$ cat src/rtl/fetch_unit.sv
// fetch_unit: PC generation, in-order instruction-memory requests, response FIFO and decode handshake.
// Optional counters perf_fetched/perf_stall/perf_flushed exist only when FETCH_PERF_CNT_EN is defined.
module fetch_unit #(
  parameter int unsigned       ADDR_W   = 32,
  parameter logic [ADDR_W-1:0] RESET_PC = '0,
  parameter int unsigned       DEPTH    = 2
) (
  input  logic              clk,
  input  logic              rst_n,
  output logic              imem_req,
  output logic [ADDR_W-1:0] imem_addr,
  input  logic              imem_ready,
  input  logic              imem_rvalid,
  input  logic [31:0]       imem_rdata,
  input  logic              br_taken,
  input  logic [ADDR_W-1:0] br_target,
  input  logic              dec_ready,
  output logic              f_valid,
  output logic [31:0]       f_instr,
  output logic [ADDR_W-1:0] f_pc,
  output logic [9:0]        f_header
`ifdef FETCH_PERF_CNT_EN
  ,
  output logic [31:0]       perf_fetched,
  output logic [31:0]       perf_stall,
  output logic [31:0]       perf_flushed
`endif
);

  localparam int unsigned   PW      = (DEPTH > 1) ? $clog2(DEPTH) : 1;
  localparam int unsigned   CW      = PW + 1;
  localparam logic [CW-1:0] DEPTH_C = CW'(DEPTH);
  localparam logic [CW-1:0] ONE_C   = CW'(1);
  localparam logic [PW-1:0] ONE_P   = PW'(1);

  typedef enum logic [1:0] {BOOT, RUN, FLUSH} state_t;
  state_t r_state, w_state_nxt;

  logic [CW-1:0]     r_count, r_outst, r_drop, w_drop_nxt, w_occ, w_cnt_nxt;
  logic [PW-1:0]     r_rd, r_wr, r_pq_rd, r_pq_wr, w_rd_nxt;
  logic [ADDR_W-1:0] r_pc, r_f_pc;
  logic [31:0]       r_f_instr;
  logic [31:0]       r_fifo_instr [DEPTH];
  logic [ADDR_W-1:0] r_fifo_pc    [DEPTH];
  logic [ADDR_W-1:0] r_pq         [DEPTH];
  logic              w_redirect, w_pop, w_push, w_req, w_acc;

  // A pop in the same cycle frees its credit, which is what sustains one instruction per cycle.
  assign w_redirect = br_taken && (r_state != BOOT);
  assign f_valid    = (r_count != '0);
  assign w_pop      = f_valid && dec_ready && !br_taken;
  assign w_occ      = r_count - CW'(w_pop);
  assign w_req      = (r_state == RUN) && !br_taken && ((w_occ + r_outst) < DEPTH_C);
  assign w_acc      = w_req && imem_ready;
  assign w_push     = (r_state == RUN) && !br_taken && imem_rvalid && (r_outst != '0);
  assign w_cnt_nxt  = w_occ + CW'(w_push);
  assign w_rd_nxt   = r_rd + PW'(w_pop);

  assign imem_req  = w_req;
  assign imem_addr = r_pc;
  assign f_instr   = r_f_instr;
  assign f_pc      = r_f_pc;
  assign f_header  = r_f_instr[31:22];

  always_comb begin
    w_state_nxt = r_state;
    w_drop_nxt  = r_drop;
    unique case (r_state)
      BOOT: w_state_nxt = RUN;
      RUN: begin
        if (br_taken) begin
          w_drop_nxt  = (imem_rvalid && (r_outst != '0)) ? r_outst - ONE_C : r_outst;
          w_state_nxt = (w_drop_nxt == '0) ? RUN : FLUSH;
        end
      end
      FLUSH: begin
        if (imem_rvalid && (r_drop != '0)) w_drop_nxt = r_drop - ONE_C;
        if (w_drop_nxt == '0) w_state_nxt = RUN;
      end
      default: w_state_nxt = BOOT;
    endcase
  end

  always_ff @(posedge clk) begin
    if (!rst_n) begin
      r_state   <= BOOT;
      r_drop    <= '0;
      r_outst   <= '0;
      r_count   <= '0;
      r_pc      <= RESET_PC;
      r_rd      <= '0;
      r_wr      <= '0;
      r_pq_rd   <= '0;
      r_pq_wr   <= '0;
      r_f_instr <= '0;
      r_f_pc    <= '0;
    end else begin
      r_state <= w_state_nxt;
      r_drop  <= w_drop_nxt;
      if (w_redirect) begin
        r_pc    <= br_target & ~ADDR_W'(3);
        r_outst <= '0;
        r_count <= '0;
        r_rd    <= '0;
        r_wr    <= '0;
        r_pq_rd <= '0;
        r_pq_wr <= '0;
      end else begin
        if (w_acc) r_pc <= r_pc + ADDR_W'(4);
        r_outst <= r_outst + CW'(w_acc) - CW'(w_push);
        r_count <= w_cnt_nxt;
        r_rd    <= w_rd_nxt;
        if (w_push) r_wr <= r_wr + ONE_P;
        if (w_push) r_pq_rd <= r_pq_rd + ONE_P;
        if (w_acc) r_pq_wr <= r_pq_wr + ONE_P;
        // Output registers mirror the next FIFO head; with nothing left they keep the last word.
        if (w_cnt_nxt != '0) begin
          r_f_instr <= (w_occ == '0) ? imem_rdata       : r_fifo_instr[w_rd_nxt];
          r_f_pc    <= (w_occ == '0) ? r_pq[r_pq_rd]    : r_fifo_pc[w_rd_nxt];
        end
      end
    end
  end

  always_ff @(posedge clk) begin
    if (w_push) begin
      r_fifo_instr[r_wr] <= imem_rdata;
      r_fifo_pc[r_wr]    <= r_pq[r_pq_rd];
    end
    if (w_acc) r_pq[r_pq_wr] <= r_pc;
  end

`ifdef FETCH_PERF_CNT_EN
  logic        w_discard;
  logic [31:0] r_perf_fetched, r_perf_stall, r_perf_flushed;

  function automatic logic [31:0] sat_add(input logic [31:0] a, input logic [31:0] b);
    logic [32:0] s;
    s = {1'b0, a} + {1'b0, b};
    return s[32] ? '1 : s[31:0];
  endfunction

  assign w_discard = imem_rvalid &&
                     (((r_state == RUN) && br_taken && (r_outst != '0)) ||
                      ((r_state == FLUSH) && (r_drop != '0)));

  always_ff @(posedge clk) begin
    if (!rst_n) begin
      r_perf_fetched <= '0;
      r_perf_stall   <= '0;
      r_perf_flushed <= '0;
    end else begin
      r_perf_fetched <= sat_add(r_perf_fetched, 32'(w_pop));
      r_perf_stall   <= sat_add(r_perf_stall, 32'(f_valid && !dec_ready));
      r_perf_flushed <= sat_add(r_perf_flushed,
                                (w_redirect ? 32'(r_count) : 32'd0) + 32'(w_discard));
    end
  end

  assign perf_fetched = r_perf_fetched;
  assign perf_stall   = r_perf_stall;
  assign perf_flushed = r_perf_flushed;
`endif

endmodule

$ cat config.mk
export PLATFORM = sky130hd
export DESIGN_NAME = fetch_unit
export DESIGN_NICKNAME = d
export VERILOG_FILES = /design/src/rtl/fetch_unit.sv
export SDC_FILE = /design/constraint.sdc
export NUM_CORES = 1
export LEC_CHECK = 0
export CAP_MARGIN = 10
export CORE_MARGIN = 1
export CORE_UTILIZATION = 54
export DETAILED_ROUTE_END_ITERATION = 8
export PLACE_DENSITY_LB_ADDON = 0.25
export SYNTH_ARGS = -nofsm -noshare
export SYNTH_HDL_FRONTEND = slang
export SYNTH_SLANG_ARGS = --single-unit
$ cat constraint.sdc
create_clock -name clk -period 6.83 [get_ports clk]
set_input_delay 1.7075 -clock clk [delete_from_list [all_inputs] [get_ports clk]]
set_output_delay 1.7075 -clock clk [all_outputs]
set_load 0.05 [all_outputs]
# After elaboration in Yosys (flattened, before gate mapping)
# Memory sizes are Yosys's and may differ from the RTL's. A register that Yosys moved wholly into a read port is not among the register bits.
# Cells that the tools add are included.
[op_classes] n_addsub=12 n_lt_le_gt_ge=1 eq_ne=4 n_mux=19 bitwise_logic=2 n_reduce_logical=26
[ops] operator="two-way mux 32 bit" n=4
[ops] operator="adder 32 x 3 -> 32 bit, second input constant" n=1
[ops] operator="two-way mux 2 bit" n=7
[ops] operator="nonzero test 2 bit" n=7
[ops] operator="logical AND 1 bit" n=10
[ops] operator="logical NOT 2 bit" n=4
[ops] operator="two-way mux 1 bit" n=6
[ops] operator="one-hot mux 2 bit (3 select lines)" n=1
[ops] operator="AND reduction 2 bit" n=3
[ops] operator="adder 2 x 1 -> 2 bit" n=2
[ops] operator="inequality test 2 bit, second input constant" n=2
[ops] operator="one-hot mux 2 bit (2 select lines)" n=1
[ops] operator="subtractor 2 x 1 -> 2 bit" n=2
[ops] operator="subtractor 2 x 1 -> 2 bit, second input constant" n=2
[ops] operator="adder 1 bit, second input constant" n=3
[ops] operator="adder 2 bit" n=1
[ops] operator="equality test 2 x 1 -> 1 bit, second input constant" n=1
[ops] operator="equality test 2 bit, second input constant" n=1
[ops] operator="< comparator 2 bit, second input constant" n=1
[ops] operator="NOT 1 bit" n=2
[ops] operator="OR reduction 2 bit" n=1
[ops] operator="adder 1 bit" n=1
[ops] operator="logical NOT 1 bit" n=1
[totals] ff_bits=108 ram_bits=192 input_bits=70 output_inout_bits=108 word_cells=79 memories=3
[mem_list] memory="r_fifo_instr" words=2 width=32 read_ports=1 rd_clocked_by_memory_dff=0 write_ports=1 line_no="43" source="logic [31:0] r_fifo_instr [DEPTH];"
[mem_list] memory="r_fifo_pc" words=2 width=32 read_ports=1 rd_clocked_by_memory_dff=0 write_ports=1 line_no="44" source="logic [ADDR_W-1:0] r_fifo_pc [DEPTH];"
[mem_list] memory="r_pq" words=2 width=32 read_ports=1 rd_clocked_by_memory_dff=1 write_ports=1 line_no="45" source="logic [ADDR_W-1:0] r_pq [DEPTH];"

# Logic depth before layout (Yosys ltp)
[depth] depth_word=10 depth_mapped=13

# Worst setup path after synthesis
# Ideal clock, no wire load.
[synth_path] path_type="in2reg" startpoint="in imem_rvalid" endpoint="mem r_fifo_instr[0][0] (enable)" setup_time_ps=482 t_arrival_ps=4802 slack_ps=1545 stages=4 cell_sequence="nor2b_1 clkbuf_1 nand2_1 nor2_1"
[synth_via] elab_chain_cells=4
[synth_lines] item="start: declaration" line_no="13" source="input logic imem_rvalid,"
[synth_lines] item="logical AND 1 bit (2 in series)" line_no="55" source="assign w_push = (r_state == RUN) && !br_taken && imem_rvalid && (r_outst != '0);"
[synth_lines] item="two-way mux 1 bit" line_no="126" source="if (w_push) begin"
[synth_lines] item="two-way mux 1 bit (not written as such)" line_no="127" source="r_fifo_instr[r_wr] <= imem_rdata;"
[synth_lines] item="end: declaration" line_no="43"
# No other way between the ends.

# Final worst setup path
[layout_path] startpoint="in br_taken" endpoint="out imem_req"
[layout_via] elab_chain_cells=6 word_cells_on_any_way=7 classes_between="2 x add/sub; 1 x order compare; 4 x reduce/logical"
[layout_lines] item="start: declaration" line_no="15" source="input logic br_taken,"
[layout_lines] item="logical NOT 1 bit *" line_no="51, 53"
[layout_lines] item="logical AND 1 bit" line_no="51" source="assign w_pop = f_valid && dec_ready && !br_taken;"
[layout_lines] item="subtractor 2 x 1 -> 2 bit" line_no="52" source="assign w_occ = r_count - CW'(w_pop);"
[layout_lines] item="adder 2 bit" line_no="53" source="assign w_req = (r_state == RUN) && !br_taken && ((w_occ + r_outst) < DEPTH_C);"
[layout_lines] item="< comparator 2 bit" line_no="53"
[layout_lines] item="logical AND 1 bit *" line_no="53"
[layout_lines] item="end: declaration" line_no="10" source="output logic imem_req,"
# Every way passes the cells marked *; elsewhere a longest branch is shown, timed or not.

==> results_dict.tcl <==
set metrics [dict create \
    cts_buffer_depth 3 \
    vias 8011 \
    min_period_ns 5.99 \
    clkLatencyLatePin_ns 0.54 \
    final_nets 1119 \
    grt_max_degree 65 \
    ys_top_cells_by_count "184 x edfxtp_1, 105 x dfxtp_1, 77 x o21ai_0, 71 x and3_1, 66 x a211oi_1" \
    setup_violations 0 \
    syn-cell-area_mm2 0.0117 \
    cts_buffers 29 \
    fmax_ghz 0.167 \
    cp-start-kind "input port" \
    grt_util_met1 0.331 \
    hp-class "register to register" \
    drc 0 \
    post-cts-setup-buffers 0 \
    outcome "finished clean" \
    fin_crit_sh 0.878 \
    antenna_left 0 \
    gr-total-overflow 0 \
    p_leak_nw 4.81 \
    stdcell_count 1340 \
    detail_route.first_pass.iterations 5 \
    setup_tns_ns 0 \
    diodes 0 \
    synth.yosys.seq_area_share 0.655 \
    final_max_slew_viol_count 0 \
    vdd_ir_drop_max_mv 0.199 \
    synth_cells 900 \
    port_buffers 171 \
    drv_cap 0 \
    ctsResizeCount 0 \
    top_usage_layer "met2" \
    htree_num_levels 1 \
    use_met3 0.0333 \
    avgSynthCellArea_um2 12.9 \
    cp.required_ns 5.12 \
    worstPathCellList "clkdlybuf4s50_1, nand2b_1, nor2_1, ha_1, xnor2_2, xnor3_2, and2b_2, buf_4" \
    core_area_mm2 0.0211 \
    wirelength_mm 26.9 \
    finClkSkew_ns 0.00905 \
    hold_buffers 0 \
    cp.buffers_inverters 2 \
    slew_headroom 0.181 \
    cp_top_family "XOR/XNOR gates" \
    dp.cells 1286 \
    fillCellCount 1489 \
    power_mw 3.83 \
    grt_pass1_vias 7705 \
    viasPerCell 5.98 \
    tightestPinTransition_ns 1.23 \
    drt-wirelength-per-cell_um 20.1 \
    synth.most_common_cell "edfxtp_1" \
    placementRows 53 \
    yosysTopAreaCellShare 0.474 \
    cts_tree "built" \
    drt_iter0_drc 589 \
    cts_root_buf "clkbuf_16" \
    final-hold-violation-count 0 \
    die_x_um 149 \
    p_per_area_mw_per_mm2 264 \
    area_delta_synth_final_pct 24.4 \
    critical_path.slowest_cell "xnor3_2" \
    die-area_mm2 0.0222 \
    grt.met2_usage 0.399 \
    drive_gt1_frac 0.105 \
    track_usage 0.239 \
    place_congestion 0.862 \
    antenna_found_initial 0 \
    critPathMaxFanout 25 \
    synth_edf_count 184 \
    grt_pass1_wl_mm 41.7 \
    cts.clk_slew.worst_paths_ns 0.06 \
    crit_type "input port to primary output" \
    async_flop_share 0 \
    initial_core_util 0.553 \
    cp_data_arrival_time_ns 4.29 \
    yosys.cell_types.count 56 \
    synth-main-ff-cell "edfxtp_1" \
    yosys.area.top_type "edfxtp_1" \
    cts.sinks 289 \
    worst_slack_ns 0.836 \
    synth_seq_cells 289 \
    crit_path_max_incr_delay_ns 0.64 \
    synth.area.top_cells "edfxtp_1 47%, dfxtp_1 18%, o2bb2ai_1 4.7%" \
    ios 178 \
    endpoint_kind "primary output" \
    yosysWarningCount 0 \
    dp_hpwl_mm 15.7 \
    dieHeight_um 149 \
    rsz0062_at_grt "false" \
    dp_slack_ns 0.862 \
]
[worst paths after layout]
| kind | start | end | slack, ns | cells past startpoint |
|---|---|---|---|---|
| max | br_taken | imem_req | 0.84 | 8 |
| min | f_instr[6] | f_instr[6] | 0.46 | 1 |
| max reg2reg | r_outst[0] | f_instr[19] | 3.33 | 11 |
| min reg2reg | f_instr[6] | f_instr[6] | 0.46 | 1 |
[cell type report]
cell class | count | area, um2 | area share
clock buffer | 36 | 793 | 0.0547
clock inverter | 18 | 204 | 0.0141
inverter | 14 | 52.6 | 0.00363
multi-input combinational | 522 | 3650 | 0.252
sequential | 289 | 7630 | 0.526
tap | 275 | 344 | 0.0237
timing repair buffer | 186 | 1820 | 0.126
[per-stage QoR]
step                      hold WS, ns   util  cell area, um2
final                           0.462  0.687           14500
after floorplan                 0.472      -           11700
after CTS                       0.466  0.687           14500
after detailed placement        0.448  0.640           13500
after global routing            0.474  0.687           14500
after global placement          0.444  0.640           13500
[sequential cells by signal, summed over array words and instances (netlist names), named ones only]
register      cells
r_state           2
r_fifo_pc        60
r_fifo_instr     64
imem_addr        30
r_pq             60
f_pc             30
r_rd              1
f_instr          32
r_count           2
r_drop            2
r_wr              1
r_pq_wr           1
r_outst           2
r_pq_rd           1
[power breakdown]
part           internal (mW)  leakage [nW]  switching (mW)
Sequential              1.89          2.56          0.0380
Clock                  0.978         0.491           0.665
Combinational          0.100          1.76           0.160
Total                   2.97          4.81           0.863
[logic make-up after synthesis]
kind of cell    share of synthesized area
compound gates                      0.147
xor+xnor                           0.0252
fa+ha+maj                         0.00752
buf+inv                            0.0367
flops                               0.655
mux                                0.0316
other cells                      0.000322
simple gates                       0.0973
[layer usage]
metal / part of all wire / wire [um] / vias up
met5: 0 / 0 / -
met4: 0.014 / 383 / 0
met3: 0.073 / 1960 / 29
met2: 0.47 / 12800 / 353
met1: 0.44 / 11800 / 3900
li1: - / - / 3729
[placed cells by master, fill, tap and decap left out, types with 5 or more instances in the layout]
master           count
edfxtp_1           184
clkdlybuf4s50_1    170
and2_1               5
dfxtp_1            105
and3_1              70
nand2_1             37
a21oi_1             10
a211oi_1            66
nand3_1             13
o21ai_0             77
o2bb2ai_1           62
buf_4               16
inv_1               14
nand4_1              7
clkinv_2             6
mux2_2              30
nor4_1              17
and4_1               7
xnor2_1             26
o21ai_1             14
ha_1                 7
nor2_1              14
nor3_1               6
clkbuf_16           30
Power figures use the tool's default switching activity.
